File: src/rtl/ev22_pkg.sv
// Shared sequencing definitions: opcode encodings, flag bit positions and
// the jump-condition decode used by the program-counter sequencer.
package ev22_pkg;

    localparam logic [2:0] OP_NEXT = 3'b000;
    localparam logic [2:0] OP_JMP  = 3'b001;
    localparam logic [2:0] OP_JZE  = 3'b010;
    localparam logic [2:0] OP_JNE  = 3'b011;
    localparam logic [2:0] OP_JCY  = 3'b100;
    localparam logic [2:0] OP_JNC  = 3'b101;
    localparam logic [2:0] OP_CALL = 3'b110;
    localparam logic [2:0] OP_RET  = 3'b111;

    localparam int FLAG_Z = 0;
    localparam int FLAG_N = 1;
    localparam int FLAG_C = 2;

    // True when a plain (non-stack) jump opcode is taken with the given flags.
    // CALL/RET and NEXT return 0; stack operations are decided separately.
    function automatic logic cond_met(input logic [2:0] op, input logic [2:0] flags);
        logic r;
        r = 1'b0;
        case (op)
            OP_JMP:  r = 1'b1;
            OP_JZE:  r = flags[FLAG_Z];
            OP_JNE:  r = flags[FLAG_N];
            OP_JCY:  r = flags[FLAG_C];
            OP_JNC:  r = ~flags[FLAG_C];
            default: r = 1'b0;
        endcase
        return r;
    endfunction

endpackage

File: src/rtl/pc_sequencer_ret_stack.sv
// Return-address stack. Holds up to STACK_DEPTH addresses; the caller
// guarantees push only when not full and pop only when not empty.
module ret_stack #(
    parameter int ADDR_W      = 12,
    parameter int STACK_DEPTH = 4,
    parameter int CNT_W       = $clog2(STACK_DEPTH + 1)
) (
    input  logic              i_clk,
    input  logic              i_rst_n,
    input  logic              i_push,
    input  logic              i_pop,
    input  logic [ADDR_W-1:0] i_push_data,
    output logic [ADDR_W-1:0] o_top,
    output logic [CNT_W-1:0]  o_count,
    output logic              o_full,
    output logic              o_empty
);

    logic [ADDR_W-1:0] r_mem [STACK_DEPTH];
    logic [CNT_W-1:0]  r_count;
    logic [ADDR_W-1:0] w_top;

    // Occupancy counter: grows on push, shrinks on pop.
    always_ff @(posedge i_clk or negedge i_rst_n) begin
        if (!i_rst_n) begin
            r_count <= '0;
        end else if (i_push) begin
            r_count <= r_count + 1'b1;
        end else if (i_pop) begin
            r_count <= r_count - 1'b1;
        end
    end

    // One register per entry; the slot at the current count receives a push.
    genvar gi;
    generate
        for (gi = 0; gi < STACK_DEPTH; gi++) begin : g_entry
            always_ff @(posedge i_clk or negedge i_rst_n) begin
                if (!i_rst_n) begin
                    r_mem[gi] <= '0;
                end else if (i_push && (r_count == CNT_W'(gi))) begin
                    r_mem[gi] <= i_push_data;
                end
            end
        end
    endgenerate

    // Top-of-stack select: entry count-1, or zero when empty.
    always_comb begin
        w_top = '0;
        for (int i = 0; i < STACK_DEPTH; i++) begin
            if (r_count == CNT_W'(i + 1)) begin
                w_top = r_mem[i];
            end
        end
    end

    assign o_top   = w_top;
    assign o_count = r_count;
    assign o_full  = (r_count == CNT_W'(STACK_DEPTH));
    assign o_empty = (r_count == '0);

endmodule

File: src/rtl/pc_sequencer.sv
// Program-counter sequencer: flag register, jump-condition decode, PC
// register, return-stack control and sticky stack-fault flag.
module pc_sequencer
    import ev22_pkg::*;
#(
    parameter int DATA_W      = 16,
    parameter int ADDR_W      = 12,
    parameter int STACK_DEPTH = 4,
    parameter int SP_W        = $clog2(STACK_DEPTH + 1)
) (
    input  logic              i_clk,
    input  logic              i_rst_n,
    input  logic              i_en,
    input  logic [2:0]        i_opcode,
    input  logic [ADDR_W-1:0] i_target,
    input  logic              i_flag_ld,
    input  logic [DATA_W-1:0] i_w,
    input  logic              i_cy,
    input  logic              i_err_clr,
    output logic [ADDR_W-1:0] o_pc,
    output logic              o_taken,
    output logic [2:0]        o_flags,
    output logic [SP_W-1:0]   o_sp,
    output logic              o_stack_err
);

    logic [ADDR_W-1:0] r_pc;
    logic              r_taken;
    logic [2:0]        r_flags;
    logic              r_stack_err;

    logic [ADDR_W-1:0] w_pc_inc;
    logic [ADDR_W-1:0] w_pc_next;
    logic              w_taken_next;
    logic              w_push;
    logic              w_pop;
    logic              w_fault;
    logic [ADDR_W-1:0] w_top;
    logic [SP_W-1:0]   w_count;
    logic              w_full;
    logic              w_empty;

    ret_stack #(
        .ADDR_W      (ADDR_W),
        .STACK_DEPTH (STACK_DEPTH),
        .CNT_W       (SP_W)
    ) u_ret_stack (
        .i_clk       (i_clk),
        .i_rst_n     (i_rst_n),
        .i_push      (w_push),
        .i_pop       (w_pop),
        .i_push_data (w_pc_inc),
        .o_top       (w_top),
        .o_count     (w_count),
        .o_full      (w_full),
        .o_empty     (w_empty)
    );

    // Next-PC selection. Conditions use the flags held before this edge, so a
    // same-cycle flag load only affects the following instruction.
    always_comb begin
        w_pc_inc     = r_pc + 1'b1;
        w_pc_next    = w_pc_inc;
        w_taken_next = 1'b0;
        w_push       = 1'b0;
        w_pop        = 1'b0;
        w_fault      = 1'b0;
        if (i_en) begin
            if (i_opcode == OP_CALL) begin
                if (w_full) begin
                    w_fault = 1'b1;
                end else begin
                    w_push       = 1'b1;
                    w_pc_next    = i_target;
                    w_taken_next = 1'b1;
                end
            end else if (i_opcode == OP_RET) begin
                if (w_empty) begin
                    w_fault = 1'b1;
                end else begin
                    w_pop        = 1'b1;
                    w_pc_next    = w_top;
                    w_taken_next = 1'b1;
                end
            end else if (cond_met(i_opcode, r_flags)) begin
                w_pc_next    = i_target;
                w_taken_next = 1'b1;
            end
        end
    end

    // PC and TAKEN advance only on an enabled step; TAKEN is a one-cycle pulse.
    always_ff @(posedge i_clk or negedge i_rst_n) begin
        if (!i_rst_n) begin
            r_pc    <= '0;
            r_taken <= 1'b0;
        end else if (i_en) begin
            r_pc    <= w_pc_next;
            r_taken <= w_taken_next;
        end else begin
            r_taken <= 1'b0;
        end
    end

    // Flag capture from the accumulator and carry, independent of the step enable.
    always_ff @(posedge i_clk or negedge i_rst_n) begin
        if (!i_rst_n) begin
            r_flags <= '0;
        end else if (i_flag_ld) begin
            r_flags[FLAG_Z] <= (i_w == '0);
            r_flags[FLAG_N] <= i_w[DATA_W-1];
            r_flags[FLAG_C] <= i_cy;
        end
    end

    // Sticky stack fault; a new fault beats a simultaneous clear.
    always_ff @(posedge i_clk or negedge i_rst_n) begin
        if (!i_rst_n) begin
            r_stack_err <= 1'b0;
        end else if (w_fault) begin
            r_stack_err <= 1'b1;
        end else if (i_err_clr) begin
            r_stack_err <= 1'b0;
        end
    end

    assign o_pc        = r_pc;
    assign o_taken     = r_taken;
    assign o_flags     = r_flags;
    assign o_sp        = w_count;
    assign o_stack_err = r_stack_err;

endmodule

File: config.mk
export PLATFORM = sky130hd
export DESIGN_NAME = pc_sequencer
export DESIGN_NICKNAME = d
export VERILOG_FILES = /design/src/rtl/ev22_pkg.sv /design/src/rtl/pc_sequencer_ret_stack.sv /design/src/rtl/pc_sequencer.sv
export SDC_FILE = /design/constraint.sdc
export NUM_CORES = 1
export LEC_CHECK = 0
export ABC_CLOCK_PERIOD_IN_PS = 2750
export CAP_MARGIN = 20
export CORE_MARGIN = 2
export CORE_UTILIZATION = 25
export CTS_CLUSTER_DIAMETER = 40
export DETAILED_ROUTE_END_ITERATION = 10
export PLACE_DENSITY = 0.39
export SLEW_MARGIN = 20
export SYNTH_ARGS = -nofsm -noshare
export SYNTH_HDL_FRONTEND = slang
export SYNTH_SLANG_ARGS = --single-unit
File: constraint.sdc
create_clock -name i_clk -period 2.75 [get_ports i_clk]
set_clock_uncertainty 0.15 [all_clocks]
set_input_delay 0.825 -clock i_clk [delete_from_list [all_inputs] [get_ports i_clk]]
set_output_delay 0.825 -clock i_clk [all_outputs]
set_load 0.05 [all_outputs]
### Word level (Yosys, flattened, before mapping)

Cells that the tools add are included.
W data, S select, Z words.

| storage, ports and cells | value |
|---|---|
| flip-flop bits (word level) | 68 |
| latch bits | 0 |
| RAM bits | 0 |
| memory bits (read-only) | 0 |
| logic and storage cells | 65 |
| memories kept | 0 |

| operators by class | value |
|---|---|
| $add $sub $neg | 3 |
| $mul | 0 |
| divide/modulo/power cells | 0 |
| magnitude comparators | 0 |
| equality and inequality tests | 11 |
| shifts and indexed selects | 0 |
| muxes and demuxes | 33 |
| bitwise logic cells | 1 |
| reduce and logical (&&, ||, !) cells | 8 |

Operators by type and width:

| cell | number |
|---|---|
| $mux W12 | 9 |
| $mux W1 | 21 |
| $logic_not A16 Y1 | 1 |
| $eq A3 B3 Y1 const B | 5 |
| $add A12 B1 Y12 const B | 1 |
| $eq A3 B2 Y1 const B | 4 |
| $eq A3 B1 Y1 const B | 2 |
| $mux W3 | 2 |
| $pmux W1 S5 | 1 |
| $logic_and A1 B1 Y1 | 4 |
| $reduce_bool A2 Y1 | 2 |
| $add A3 B1 Y3 const B | 1 |
| $logic_not A3 Y1 | 1 |
| $sub A3 B1 Y3 const B | 1 |
| $not A1 Y1 | 1 |

### Depth between registers and ports, before layout

Gate-level depths: netlist (run 1).

| depth | value |
|---|---|
| depth in word-level cells | 9 |
| mapped depth | 9 |
| mapped depth without buffers | 7 |

### Hierarchy

Synthesis (run 1) repeated with hierarchy kept, for this count alone.

| unflattened totals | value |
|---|---|
| cells, all modules | 333 |
| area, all modules | 3789.9 um^2 |

By module, submodules not included:

| module | instances | cells each | area each (um^2) | seq. area each (um^2) |
|---|---|---|---|---|
| ret_stack | 1 | 182 | 2477.4 | 1276.2 |
| pc_sequencer | 1 | 151 | 1312.5 | 425.4 |

### Worst setup path before layout (run 1)

Ideal clock, no wire load.

| timing path | value |
|---|---|
| kind | flip-flop to flip-flop |
| start point | reg u_ret_stack.r_count[2], in the netlist u_ret_stack.o_count[2] |
| end point | reg r_pc[3], in the netlist o_pc[3] |
| setup time | 67 ps |
| arrival | 2257 ps |
| required time | 2533 ps |
| setup slack | 276 ps |
| stages on the path, launching flop included | 10 |
| path buffers | 2 |
| cells stage by stage | dfrtp_1 > buf_6 > inv_1 > ha_1 > buf_4 > nor3b_2 > a221oi_2 > a221o_1 > o311ai_1 > o32a_1 |

| between the ends | value |
|---|---|
| cells in the longest elaborated chain, start to end | 8 |
| elaborated cells on any way between the ends | 13 |
| classes of those cells | eq/ne (4); mux (8); reduce/logical (1) |

RTL lines:

| element | line | RTL |
|---|---|---|
| from (decl) | pc_sequencer_ret_stack.sv:20 | `logic [CNT_W-1:0] r_count;` |
| from (signal assigned) | pc_sequencer_ret_stack.sv:28 | `r_count <= r_count + 1'b1;` |
| from (signal assigned) | pc_sequencer_ret_stack.sv:30 | `r_count <= r_count - 1'b1;` |
| $eq A3 B1 Y1 | pc_sequencer_ret_stack.sv:52 | `if (r_count == CNT_W'(i + 1)) begin` |
| $mux W12 (4 in series) | pc_sequencer_ret_stack.sv:52 |  |
| $mux W12 | pc_sequencer.sv:78 | `if (w_empty) begin` |
| $mux W12 | pc_sequencer.sv:77 | `end else if (i_opcode == OP_RET) begin` |
| $mux W12 * | pc_sequencer.sv:69 | `if (i_opcode == OP_CALL) begin` |
| to (signal assigned) | pc_sequencer.sv:98 | `r_pc <= w_pc_next;` |
| to (decl) | pc_sequencer.sv:27 | `logic [ADDR_W-1:0] r_pc;` |

Every way passes the cells marked *; elsewhere a longest branch is shown, timed or not.
A chain may end at the register's enable or synchronous reset.

### Worst setup path after layout (run 1)

| timing path | value |
|---|---|
| start point | reg r_pc[2], in the netlist o_pc[2] |
| end point | out o_pc[2] |

RTL lines:

| element | line | RTL |
|---|---|---|
| to (decl) | pc_sequencer.sv:20 | `output logic [ADDR_W-1:0] o_pc,` |

No word-level cell between the ends.

==> impl_metrics.yaml, run 1 <==
floorplanning:
  die-area_sq_um: 16130
  rows: 44
  core_sq_um: 14640
  dieWidth_microns: 127.0
  die_h_microns: 127.0
  io_pins: 57
  initial_utilization_pct: 25.84
timing:
  relSlewSlack_pct: 58.37
  holdWs_ns: 0.3229
  layout_min_cycle_time_ns: 2.664
  setup_viol: 0
  maxSlewViolCount: 0
  fin_crit_sh_pct: 96.86
  fmax_ghz: 0.3754
  setup_ws_ns: 0.08634
  hold_violations: 0
  grt_setup_unrepaired: "no"
  worst_pin_slew_ns: 0.6166
final_layout:
  fin_util_pct: 34.63
  fin_nets: 538
  areaGrowthSynthToFinish_pct: 34.03
  n_antenna_cell: 0
  design_area_sq_um: 5071
  drive_gt1_share_pct: 16.27
global_route:
  grt_antenna_before_repair: 0
  use_met3_pct: 2.303
  grt_max_degree: 69
  grt_pass1_wl_microns: 19340
  met1_usage_pct: 22.98
  grt_overflow: 0
  track_usage_pct: 15.62
  met2_usage_pct: 23.43
  grt_busiest_layer: "met2"
  grt_pass1_vias: 3422
setup_path:
  path_cells: "clkdlybuf4s50_1"
  rr_startpoint: "u_ret_stack.o_count[1]$_DFFE_PN0P_"
  crit_path_end_kind: "primary output"
  crit_buf_inv: 1
  crit_type: "reg2out"
  setup.worst_path.start_class: "flip-flop"
  worstPathArrival_ns: 1.69
  required_ns: 1.78
  r2r-end: "o_pc[4]$_DFFE_PN0P_"
  cp_slowest_cell: "clkdlybuf4s50_1"
  worst_path_largest_cell_delay_ns: 0.87
  critPathTopFamily: "buffers and inverters"
  crit_fanout: 8
  worstRegToRegCells: 9
  r2r_setup_slack_ns: 0.24
drt:
  firstDrtPassIters: 4
  ant_nets: 0
  wl_per_cell_microns: 17.50
  vias: 3333
  drc: 0
  drt_iter0_drc: 229
  wl_microns: 11940
  vias_per_cell: 4.887
cts:
  htreeDepth: 3
  clockBufferDepth: 2
  cts_resized: 0
  clk_latency_ns: 0.33
  root_buffer: "clkbuf_16"
  clkSinkCount: 68
  cts-buffers-inserted: 9
  post_cts_buffers: 0
  cts_tree: "yes"
  path_clk_slew_ns: 0.06
  cts.hold.buffers_added: 0
run_status:
  outcome: "completed"
synth:
  synth_warnings: 0
  ys_seq_area_share_pct: 44.97
  synthArstFlopShare_pct: 100.0
  synth_area_per_cell_sq_um: 9.117
  synth_cell_types: 65
  ys_seq_elements: 68
  synthCells: 415
  syn_nets: 459
  synth.cell_area_sq_um: 3784
  ys.flop_type: "dfrtp_1"
  synth_enable_flop_cells: 0
place:
  gp_congestion: 0.8015
  place_area_sq_um: 4765
  io_buffer_count: 56
  post-place-ws_ns: -0.07347
  dp_hpwl_microns: 8894
power_and_ir_drop:
  p_leak_nw: 2.113
  power_mw: 4.832
  powerDensity_nw_per_um2: 952.8
  ir_worst_vdd_mv: 0.4649
hold_path:
  min_path_cells: 2
  holdPathEnd: "u_ret_stack.r_mem[38]$_DFFE_PN0P_"
  hold_class: "reg2reg"
  min_from: "u_ret_stack.r_mem[38]$_DFFE_PN0P_"
job:
  cap_violations: 0
[where the power goes]
part	internal [mW]	leakage, nW	switching (mW)	total (mW)
combinational	0.762	1.09	1.22	1.98
sequential	1.37	0.879	0.250	1.62
clock	0.786	0.148	0.451	1.24
[through the flow]
| stage | setup TNS [ns] | instances |
|---|---|---|
| 4_1_cts | 0 | 682 |
| 6_report | 0 | 682 |
| 2_1_floorplan | 0 | 415 |
| 3_3_place_gp | -0.2080 | 667 |
| 5_1_grt | 0 | 682 |
| 3_5_place_dp | -1.041 | 667 |
[cell usage after synthesis, types with 2 or more instances]
cell type  instances  share of area (%)
nand4_1            4               0.66
xor2_1             3               0.69
nor3_1             4               0.53
xnor2_1            7                1.6
nor4b_1            2               0.46
clkbuf_1          13                1.3
mux2_2             7                2.1
buf_2              9                1.2
o211ai_2           2               0.66
nand2_2            2               0.33
a211oi_1           2               0.40
nor2_1            25                2.5
a32oi_1            2               0.46
dfrtp_1           68                 45
a221o_1            3               0.79
and3_1             5               0.83
a31oi_1            6               0.99
inv_1             10               0.99
nand2_1           75                7.4
a21oi_1           33                4.4
o22ai_1            2               0.33
a221oi_1           7                1.6
nand3_1            8                1.1
nor4_1             3               0.50
a22o_1             2               0.46
o21ai_0           50                6.6
buf_4              4               0.79
nand2b_1           8                1.3
o211ai_1           4               0.79
nand3b_1           2               0.40
ha_1               7                2.3
a211o_1            2               0.46
a2bb2oi_1          2               0.46
[worst max-delay path by stage]
stage,slack (ns),from,to,cells after the start
after global routing,0.03,u_ret_stack.o_count[1]$_DFFE_PN0P_,o_pc[4]$_DFFE_PN0P_,9
after global placement,-0.04,i_opcode[1],o_pc[4]$_DFFE_PN0P_,8
after detailed placement,-0.07,i_opcode[1],o_pc[0]$_DFFE_PN0P_,6
after CTS,0.07,o_pc[2]$_DFFE_PN0P_,o_pc[2],1
final,0.09,o_pc[2]$_DFFE_PN0P_,o_pc[2],1
after floorplan,0.28,u_ret_stack.o_count[2]$_DFFE_PN0P_,o_pc[3]$_DFFE_PN0P_,9
[area by class of cell]
cell class	count	area [sq um]
multi-input combinational	309	1904
tap	184	230.2
fill	1537	9573
inverter	10	37.54
clock buffer	10	229.0
sequential	68	1702
timing repair buffer	96	890.9
clock inverter	5	77.57
[placed cells by master (no fill, tap or decap), types with 8 or more instances in the layout]
cell type        count
a21oi_1             33
buf_4               38
clkbuf_16            9
clkdlybuf4s50_1     54
dfrtp_1             68
inv_1               10
nand2_1             75
nand2b_1             8
nand3_1              8
nor2_1              25
o21ai_0             50
[registers in the layout, indices dropped and copies added, names as in the netlist]
register / count
o_taken: 1
o_stack_err: 1
u_ret_stack.o_count: 3
u_ret_stack.r_mem: 48
o_pc: 12
o_flags: 3
[cells by family after synthesis]
| kind of cell | Yosys count | share of synthesized area, % |
|---|---|---|
| compound gates | 134 | 23.38 |
| xor+xnor | 12 | 3.175 |
| fa+ha+maj | 7 | 2.315 |
| buf+inv | 38 | 4.696 |
| flops | 68 | 44.97 |
| mux | 7 | 2.083 |
| simple gates | 149 | 19.38 |
[metal layers]
layer,wire (microns),up-vias
li1,-,1647
met1,5956,1590
met2,5236,83
met3,555,13
met4,190,0
met5,0,-
Power figures use the tool's default switching activity.
==> inputs of run 2 (changes only) <==
ABC_CLOCK_PERIOD_IN_PS = 3040   (was 2750)
clock period = 3.04 ns   (was 2.75 ns; I/O delays follow)
==> run 2 against run 1 <==
Effect of this change:
- global-route usage up 0.50 points
- setup slack better by 0.16 ns
- hold slack better by 0.0038 ns
- sequential share of layout area up 0.38 points
- wire length up 3.1%
- critical path depth unchanged
- largest power group unchanged
==> impl_metrics.yaml, run 2 (synthesis results as in run 1) <==
cts:
  htreeDepth: 3
  post_cts_buffers: 0
  clkSinkCount: 68
  path_clk_slew_ns: 0.06
  cts-buffers-inserted: 9
  cts_tree: "yes"
  clockBufferDepth: 2
  root_buffer: "clkbuf_16"
  clk_latency_ns: 0.34
final_layout:
  n_antenna_cell: 0
  fin_util_pct: 34.24
  areaGrowthSynthToFinish_pct: 32.54
  largest_reg_flops: 48
  design_area_sq_um: 5015
  top_register: "u_ret_stack.r_mem"
  final_common_cell: "nand2_1"
  fin_nets: 531
  final_cell_mix: "nand2_1, dfrtp_1, clkdlybuf4s50_1, o21ai_0, a21oi_1"
  drive_gt1_share_pct: 15.65
power_and_ir_drop:
  p_switching_mw: 1.778
  combPwrFrac_pct: 40.8
  ir_worst_vdd_mv: 0.3118
  power_mw: 4.352
  p_clk_share_pct: 25.4
  seqPwrFrac_pct: 33.7
  switching_share_pct: 40.84
  internal_power_mw: 2.575
  powerDensity_nw_per_um2: 867.9
  p_leak_nw: 2.079
drt:
  drc: 0
  drt_iter0_drc: 280
  wl_microns: 12300
  vias_per_cell: 4.926
  firstDrtPassIters: 4
  ant_nets: 0
  wl_per_cell_microns: 18.20
  vias: 3330
setup_path:
  critPathTopFamily: "buffers and inverters"
  path_cells: "clkdlybuf4s50_1"
  rr_startpoint: "u_ret_stack.o_count[1]$_DFFE_PN0P_"
  crit_fanout: 8
  crit_path_end_kind: "primary output"
  crit_buf_inv: 1
  crit_type: "reg2out"
  worst_path_largest_cell_delay_ns: 0.87
  cp_slowest_cell: "clkdlybuf4s50_1"
  startpoint: "o_pc[2]$_DFFE_PN0P_"
  setup.worst_path.start_class: "flip-flop"
  worstPathArrival_ns: 1.73
  required_ns: 1.98
floorplanning:
  die_h_microns: 127.0
  rows: 44
  initial_utilization_pct: 25.84
  dieWidth_microns: 127.0
  io_pins: 57
  core_sq_um: 14640
  die-area_sq_um: 16130
place:
  dp_hpwl_microns: 9002
  place_area_sq_um: 4700
  gp_congestion: 0.8172
  io_buffer_count: 56
timing:
  relSlewSlack_pct: 59.43
  maxSlewViolCount: 0
  layout_min_cycle_time_ns: 2.791
  hold_violations: 0
  worst_pin_slew_ns: 0.6042
  fmax_ghz: 0.3582
  setup_viol: 0
  grt_setup_unrepaired: "no"
  finalSetupTns_ns: 0
  fin_crit_sh_pct: 91.82
hold_path:
  hold_class: "reg2reg"
  min_from: "u_ret_stack.r_mem[22]$_DFFE_PN0P_"
global_route:
  grt_max_degree: 69
  grt_pass1_wl_microns: 19920
  grt_antenna_before_repair: 0
  grt_overflow: 0
  grt_pass1_vias: 3397
  track_usage_pct: 16.12
run_status:
  outcome: "completed"
job:
  cap_violations: 0
-- run 2: per-stage QoR --
step	hold WS, ns	setup WS [ns]	cells
after global routing	0.3514	0.1111	676
after floorplan	0.2918	0.5662	415
after global placement	0.3098	0.1039	660
final	0.3267	0.2486	676
after detailed placement	0.3128	0.05881	660
after CTS	0.3255	0.2386	676
-- run 2: area by class of cell --
| cell class | instances | area [sq um] |
|---|---|---|
| fill | 1541 | 9629 |
| clock inverter | 5 | 60.06 |
| sequential | 68 | 1702 |
| inverter | 10 | 37.54 |
| multi-input combinational | 309 | 1907 |
| timing repair buffer | 89 | 825.8 |
| tap | 184 | 230.2 |
| clock buffer | 11 | 252.7 |
-- run 2: worst paths after layout --
check	to	slack, ns	cells past startpoint
worst min register to register	u_ret_stack.r_mem[22]$_DFFE_PN0P_	0.33	2
worst max register to register	o_pc[0]$_DFFE_PN0P_	0.57	7
max in group asynchronous	u_ret_stack.r_mem[9]$_DFFE_PN0P_	1.98	2
worst max-delay path	o_pc[2]	0.25	1
worst min-delay path	u_ret_stack.r_mem[22]$_DFFE_PN0P_	0.33	2
min in group asynchronous	o_flags[2]$_DFFE_PN0P_	0.46	2
-- run 2: what timing repair did --
action / in CTS / in global routing
gates resized for setup: 0 / 1
hold buffers: 0 / 0
endpoints found under the setup margin: 0 / 1
-- run 2: layer usage --
metal,GRT usage (%),share of wire (%)
met2,23.62,44
met5,0,0
met3,3.727,4.0
met1,23.95,51
met4,4.072,0.64
-- run 2: power groups by stage --
stage               registers (mW)  logic, mW  clock network (mW)
floorplan                     1.66      0.915                   0
global placement              1.48       1.81                   0
detailed placement            1.48       1.79                   0
CTS                           1.47       1.80                1.14
global route                  1.51       1.96                1.18
finish                        1.47       1.78                1.11
==> inputs of run 3 (changes only) <==
REMOVE_ABC_BUFFERS = 1   (was not set)
==> run 3 against run 2 <==
Effect of this change:
- sequential share of layout area up 0.21 points
- cell count is 0.59% lower
- non-clock buffer count shrank 4
- maximum frequency down 0.20%
- setup slack got worse by 0.0056 ns
- critical path type unchanged
==> impl_metrics.yaml, run 3 (synthesis results as in run 1) <==
floorplanning:
  die-area_sq_um: 16130
  io_pins: 57
  initial_utilization_pct: 25.84
  dieWidth_microns: 127.0
  core_sq_um: 14640
  die_h_microns: 127.0
  rows: 44
drt:
  vias_per_cell: 4.955
  firstDrtPassIters: 4
  wl_per_cell_microns: 18.06
  drt_iter0_drc: 163
  ant_nets: 0
  vias: 3330
  drc: 0
  wl_microns: 12140
setup_path:
  setup.worst_path.start_class: "flip-flop"
  worst_path_largest_cell_delay_ns: 0.87
  crit_type: "reg2out"
  path_cells: "clkdlybuf4s50_1"
  worstPathArrival_ns: 1.74
  crit_buf_inv: 1
  critPathTopFamily: "buffers and inverters"
  crit_path_end_kind: "primary output"
  crit_fanout: 8
  startpoint: "o_pc[2]$_DFFE_PN0P_"
  cp_slowest_cell: "clkdlybuf4s50_1"
  required_ns: 1.98
  rr_startpoint: "u_ret_stack.o_count[1]$_DFFE_PN0P_"
global_route:
  grt_pass1_vias: 3357
  grt_pass1_wl_microns: 19360
  grt_antenna_before_repair: 0
  track_usage_pct: 15.78
  grt_overflow: 0
  grt_max_degree: 38
timing:
  hold_violations: 0
  setup_viol: 0
  relSlewSlack_pct: 51.81
  grt_setup_unrepaired: "no"
  worst_pin_slew_ns: 0.7204
  fin_crit_sh_pct: 92.01
  fmax_ghz: 0.3575
  maxSlewViolCount: 0
  layout_min_cycle_time_ns: 2.797
  finalSetupTns_ns: 0
final_layout:
  areaGrowthSynthToFinish_pct: 31.71
  fin_nets: 527
  drive_gt1_share_pct: 14.55
  largest_reg_flops: 48
  final_cell_mix: "nand2_1, dfrtp_1, clkdlybuf4s50_1, o21ai_0, a21oi_1"
  top_register: "u_ret_stack.r_mem"
  n_antenna_cell: 0
  final_common_cell: "nand2_1"
  fin_util_pct: 34.03
  fill_cells: 1529
place:
  dp_hpwl_microns: 8973
  gp_congestion: 0.7744
  io_buffer_count: 56
cts:
  post_cts_buffers: 0
  cts-buffers-inserted: 9
  cts_resized: 0
  cts.hold.buffers_added: 0
  cts_tree: "yes"
  root_buffer: "clkbuf_16"
  path_clk_slew_ns: 0.06
  clkSinkCount: 68
  htreeDepth: 3
  clockBufferDepth: 2
  clk_latency_ns: 0.34
power_and_ir_drop:
  power_mw: 4.283
  ir_worst_vdd_mv: 0.2685
  p_leak_nw: 2.060
  powerDensity_nw_per_um2: 859.4
job:
  cap_violations: 0
run_status:
  outcome: "completed"
hold_path:
  hold_class: "in2async"
-- run 3: worst paths after layout --
path                            cells after the start                                end  slack [ns]
worst max-delay path                                1                            o_pc[2]        0.24
worst min-delay path                                1  u_ret_stack.r_mem[32]$_DFFE_PN0P_        0.26
worst max register to register                      7                o_pc[3]$_DFFE_PN0P_        0.52
worst min register to register                      2  u_ret_stack.r_mem[46]$_DFFE_PN0P_        0.32
max in group asynchronous                           2  u_ret_stack.r_mem[27]$_DFFE_PN0P_        1.89
min in group i_clk                                  2  u_ret_stack.r_mem[46]$_DFFE_PN0P_        0.32
-- run 3: final cells by class --
class | count | area [sq um] | area share [%]
Multi-Input combinational cell | 309 | 1904 | 38.21
Sequential cell | 68 | 1702 | 34.15
Timing Repair Buffer | 85 | 795.8 | 15.97
Clock buffer | 13 | 270.3 | 5.423
Tap cell | 184 | 230.2 | 4.620
Clock inverter | 3 | 43.79 | 0.8787
Inverter | 10 | 37.54 | 0.7532
-- run 3: per-layer routing --
metal	global-route usage, %	routed length [microns]	up-vias
met2	26.44	6011	65
li1	-	-	1631
met4	5.042	164	0
met5	0	0	-
met1	20.78	5559	1621
met3	2.806	404	13
-- run 3: per-stage QoR --
step                      worst slack [ns]  hold slack [ns]  cell area, sq um  instances
after floorplan                   0.006556           0.2918              3643        387
after global placement             0.05695           0.3092              4669        656
after detailed placement           0.02940           0.3208              4669        656
after CTS                           0.2209           0.2537              4984        672
after global routing                0.2099           0.2586              4984        672
final                               0.2430           0.2601              4984        672
-- run 3: power breakdown --
| group | switching [mW] | total, mW | internal [mW] | leakage (nW) |
|---|---|---|---|---|
| clock | 0.403 | 1.11 | 0.703 | 0.156 |
| sequential | 0.239 | 1.48 | 1.24 | 0.879 |
| combinational | 1.08 | 1.70 | 0.620 | 1.03 |
| total | 1.72 | 4.28 | 2.56 | 2.06 |
==> RTL edit 1, RTL diff (flow settings as in run 2) <==
Put one more register stage on the output `o_flags`. The value now appears one clock later. The other outputs are not delayed to match.
--- a/src/rtl/pc_sequencer.sv
+++ b/src/rtl/pc_sequencer.sv
@@ -126,7 +126,9 @@
 
     assign o_pc        = r_pc;
     assign o_taken     = r_taken;
-    assign o_flags     = r_flags;
+    always_ff @(posedge i_clk) begin
+        o_flags <= r_flags;
+    end
     assign o_sp        = w_count;
     assign o_stack_err = r_stack_err;
 
Behaviour: not the same (a bounded check fails within 4 cycles, from zero or initial values and one cycle with i_rst_n low).
==> RTL edit 1 against run 2 <==
- worst setup slack gained 0.048 ns
- final area decreased by 0.30%
- die area is 0.68% higher
- power up 2.8%
- wire length is 2.6% higher
- non-clock buffer count down 8
- worst hold slack worse by 0.068 ns
- fmax increased by 1.8%
- largest power group unchanged
- area after synthesis rose by 0.69%
- sequential cell count grew 3
==> RTL edit 1: results (changes against run 2) <==
Outcome
  – Status: finished, final reports clean

Floorplanning
  – Core box area: 15,000 µm² (+2.7%)

Routing
  – Routed len/inst: 18.7 µm (+2.6%)
  – Number of DRC markers in iteration 0: 214 (-24%)

Critical path
  – Flop2flop setup slack: 0.39 ns (-0.18 ns)
  – Crit path max fanout: 7 (-1)
  – R2R Path End: o_pc[9]

Finish
  – Fraction of layout cells with a size suffix above 1: 12.7% (-2.9 points)
  – Final Net Count: 527 (-0.75%)

Synthesis
  – Synth top cells by count: dfrtp_1, nand2_1, a21oi_1, nor2_1, o21ai_0
  – Area contributors post-synth: dfrtp_1, nand2_1, a21oi_1, nor2_1, o21ai_0
  – Synthesized net count: 462 (+0.65%)
  – Fraction of the yosys area taken by sequential cells: 46.2% (+1.3 points)
  – Syn avg cell area: 9.11 µm² (about the same)

Placement
  – Pre-CTS WS: 0.0929 ns (+0.0341 ns)
  – Post-DP HPWL: 8850 µm (-1.7%)

GRT
  – First-pass GRT wire length: 19,900 µm (-0.21%)
  – Gr usage total: 16.4% (+0.27 points)

Pwr
  – Leakage: 2.04 nW (-1.8%)
  – VDD IR-drop max: 0.590 mV (+89%)
  – Sequential Power Share: 33.9% (+0.2 points)
  – Net Switching: 1.82 mW (+2.2%)

STA
  – Hold_ws: 0.259 ns (-0.0675 ns)
  – Worst-margin pin slew: 0.712 ns (+0.108 ns)

Hold path
  – Worst Hold End: o_flags[1]
  – Hold depth: 0 (-2)
## RTL edit 1: cell count changes in the layout (fill, tap and decap cells not counted), moves of 5 or more
cell      before  now
a21oi_1       33   45
a221oi_1       7   12
buf_4         32   23
nand2_1       75   63
nor2_1        25   45
nor3_1         4    9
o21ai_0       50   29
## RTL edit 1: logic make-up after synthesis
group | share of synthesized area, %
compound gates | 21.5
xor+xnor | 3.45
fa+ha+maj | 2.30
buf+inv | 4.73
flops | 46.2
mux | 1.74
simple gates | 20.1
## RTL edit 1: final cells by class
type / count / area share (%)
clock buffer: 10 / 4.58
tap: 188 / 4.70
sequential: 71 / 35.2
clock inverter: 6 / 1.88
inverter: 9 / 0.676
timing repair buffer: 81 / 15.6
multi-input combinational: 311 / 37.4
## RTL edit 1: metal layers
metal,vias up,track usage [%],share of wire [%]
met3,8,3.73,4.0
met4,0,5.11,1.2
met1,1582,21.6,48
met5,-,0,0
met2,53,26.7,47
li1,1611,-,-
==> RTL edit 2, RTL diff (config.mk and constraints of run 2) <==
Without the edit above. Set the parameter `DATA_W` to 32 (it was 16).
--- a/src/rtl/pc_sequencer.sv
+++ b/src/rtl/pc_sequencer.sv
@@ -3,7 +3,7 @@
 module pc_sequencer
     import ev22_pkg::*;
 #(
-    parameter int DATA_W      = 16,
+    parameter int DATA_W      = 32,
     parameter int ADDR_W      = 12,
     parameter int STACK_DEPTH = 4,
     parameter int SP_W        = $clog2(STACK_DEPTH + 1)
Interface: changed (resized i_w); port bits go from 57 to 73. No check against the original RTL was run, so the function may have changed too.
==> RTL edit 2 against run 2 <==
- critical path depth is the same
- wire length grew 0.20%
- power shrank 2.2%
- global-route usage grew 0.20 points
- sequential cell count is the same
- core utilization grew 1.1 points
- final area grew 2.5%
- worst setup slack gained 0.016 ns
- via count grew 0.93%
- register-to-register slack is essentially flat
- cell count grew 2.5%
- die area shrank 1.4%
- area after synthesis shrank 1.5%
- highest routed layer unchanged
==> RTL edit 2: results (changes against run 2) <==
Outcome
  – Status: finished, final reports clean

Synthesis
  – Area contributors post-synth: dfrtp_1, nand2_1, o21ai_0, a21oi_1, nor2_1
  – Fraction of the yosys area taken by sequential cells: 45.6% (+0.66 points)
  – Synthesized net count: 478 (+4.1%)
  – Synth Flop Type: dfrtp_1
  – Netlist cell types: 54 (-17%)
  – Synth top cells by count: nand2_1, dfrtp_1, o21ai_0

Finish
  – Final Net Count: 564 (+6.2%)
  – Fraction of layout cells with a size suffix above 1: 13.2% (-2.5 points)
  – Number of diodes: 0 (unchanged)

Critical path
  – Worst r2r src: u_ret_stack.o_count[0]
  – Crit path max fanout: 9 (+1)
  – Crit path DAT: 1.71 ns (-0.02 ns)

STA
  – Worst-margin pin slew: 0.625 ns (+0.0208 ns)

Placement
  – GPL Wtd Cong: 0.788 (-3.5%)
  – Placed inst area: 4840 µm² (+2.9%)
  – Post-DP HPWL: 9120 µm (+1.3%)
  – I/O Buffers: 72 (+29%)

Routing
  – Vias per std cell: 4.85 (-1.5%)
  – Total iterations of the first detailed-routing run: 6 (+2)
  – Routed len/inst: 17.8 µm (-2.3%)
  – Number of DRC markers in iteration 0: 188 (-33%)

GRT
  – Met1 GRT Util: 24.0% (about the same)
  – Gr usage total: 16.3% (+0.20 points)
  – Met2 GRT Util: 24.6% (+0.95 points)
  – Vias in the first global route: 3,497 (+2.9%)
  – Largest net degree at the start of global routing: 32 (-54%)
  – First-pass GRT wire length: 20,100 µm (+0.90%)
  – Met3 Usage GRT: 2.17% (-1.6 points)

Pwr
  – VDD IR-drop max: 0.302 mV (-3.1%)

Hold path
  – Worst hold path startpoint: u_ret_stack.r_mem[26]
RTL edit 2: cell types whose count changed after synthesis, sizes merged, moves of 3 or more:
cell / delta
a41oi: +3
and3: -3
a21o: +3
o211ai: -4
a22oi: +4
nor4: +4
a221o: -3
a211o: +3
a21oi: -7
RTL edit 2: kinds of logic (layout without fill, tap and decap cells):
family	Yosys count	count (layout)	share of synthesized area [%]
adder cells (fa/ha/maj)	7	7	2.35
flip-flops	68	68	45.6
buffers and inverters	39	130	4.63
multiplexers	8	8	2.38
AND/OR/NAND/NOR	153	153	18.9
XOR/XNOR	12	12	2.82
AO/OA/AOI/OAI	131	131	23.3
RTL edit 2: through the flow:
step | util [%] | setup WS, ns | instances | power [mW] | hold WS (ns)
floorplan | - | 0.505 | 418 | 2.53 | 0.296
global placement | 33.3 | -0.0610 | 677 | 3.18 | 0.312
detailed placement | 33.3 | -0.0835 | 677 | 3.20 | 0.320
CTS | 35.4 | 0.258 | 693 | 4.30 | 0.333
global route | 35.4 | 0.174 | 693 | 4.55 | 0.356
finish | 35.4 | 0.265 | 693 | 4.26 | 0.328
RTL edit 2: final cells by class:
class / instances / area, µm²
fill: 1541 / 9400
multi-input combinational: 311 / 1850
sequential: 68 / 1700
timing repair buffer: 103 / 1010
clock buffer: 10 / 239
tap: 184 / 230
clock inverter: 6 / 63.8
inverter: 11 / 41.3
RTL edit 2: tightest hold or removal path, delay by kind of cell (launching register included):
kind | cells | cell delay, ns
simple gates | 1 | 0.05
flops | 1 | 0.34
compound gates | 1 | 0.06
RTL edit 2: final timing paths:
kind,slack (ns),to,depth (start not counted)
max,0.26,o_pc[2],1
min,0.33,u_ret_stack.r_mem[26],2
max reg2reg,0.57,o_pc[6],8
min reg2reg,0.33,u_ret_stack.r_mem[26],2
max in group asynchronous,1.65,u_ret_stack.r_mem[16],2
min in group asynchronous,0.42,u_ret_stack.r_mem[29],1
RTL edit 2: power breakdown:
group | internal (mW) | total (mW) | leakage [nW] | switching (mW)
sequential | 1.24 | 1.47 | 0.873 | 0.226
combinational | 0.636 | 1.71 | 1.10 | 1.08
clock | 0.656 | 1.07 | 0.144 | 0.418
RTL edit 2: routing by layer:
| layer | part of all wire (%) | vias up |
|---|---|---|
| li1 | - | 1668 |
| met1 | 51 | 1619 |
| met2 | 44 | 61 |
| met3 | 3.1 | 13 |
| met4 | 1.7 | 0 |
| met5 | 0 | - |
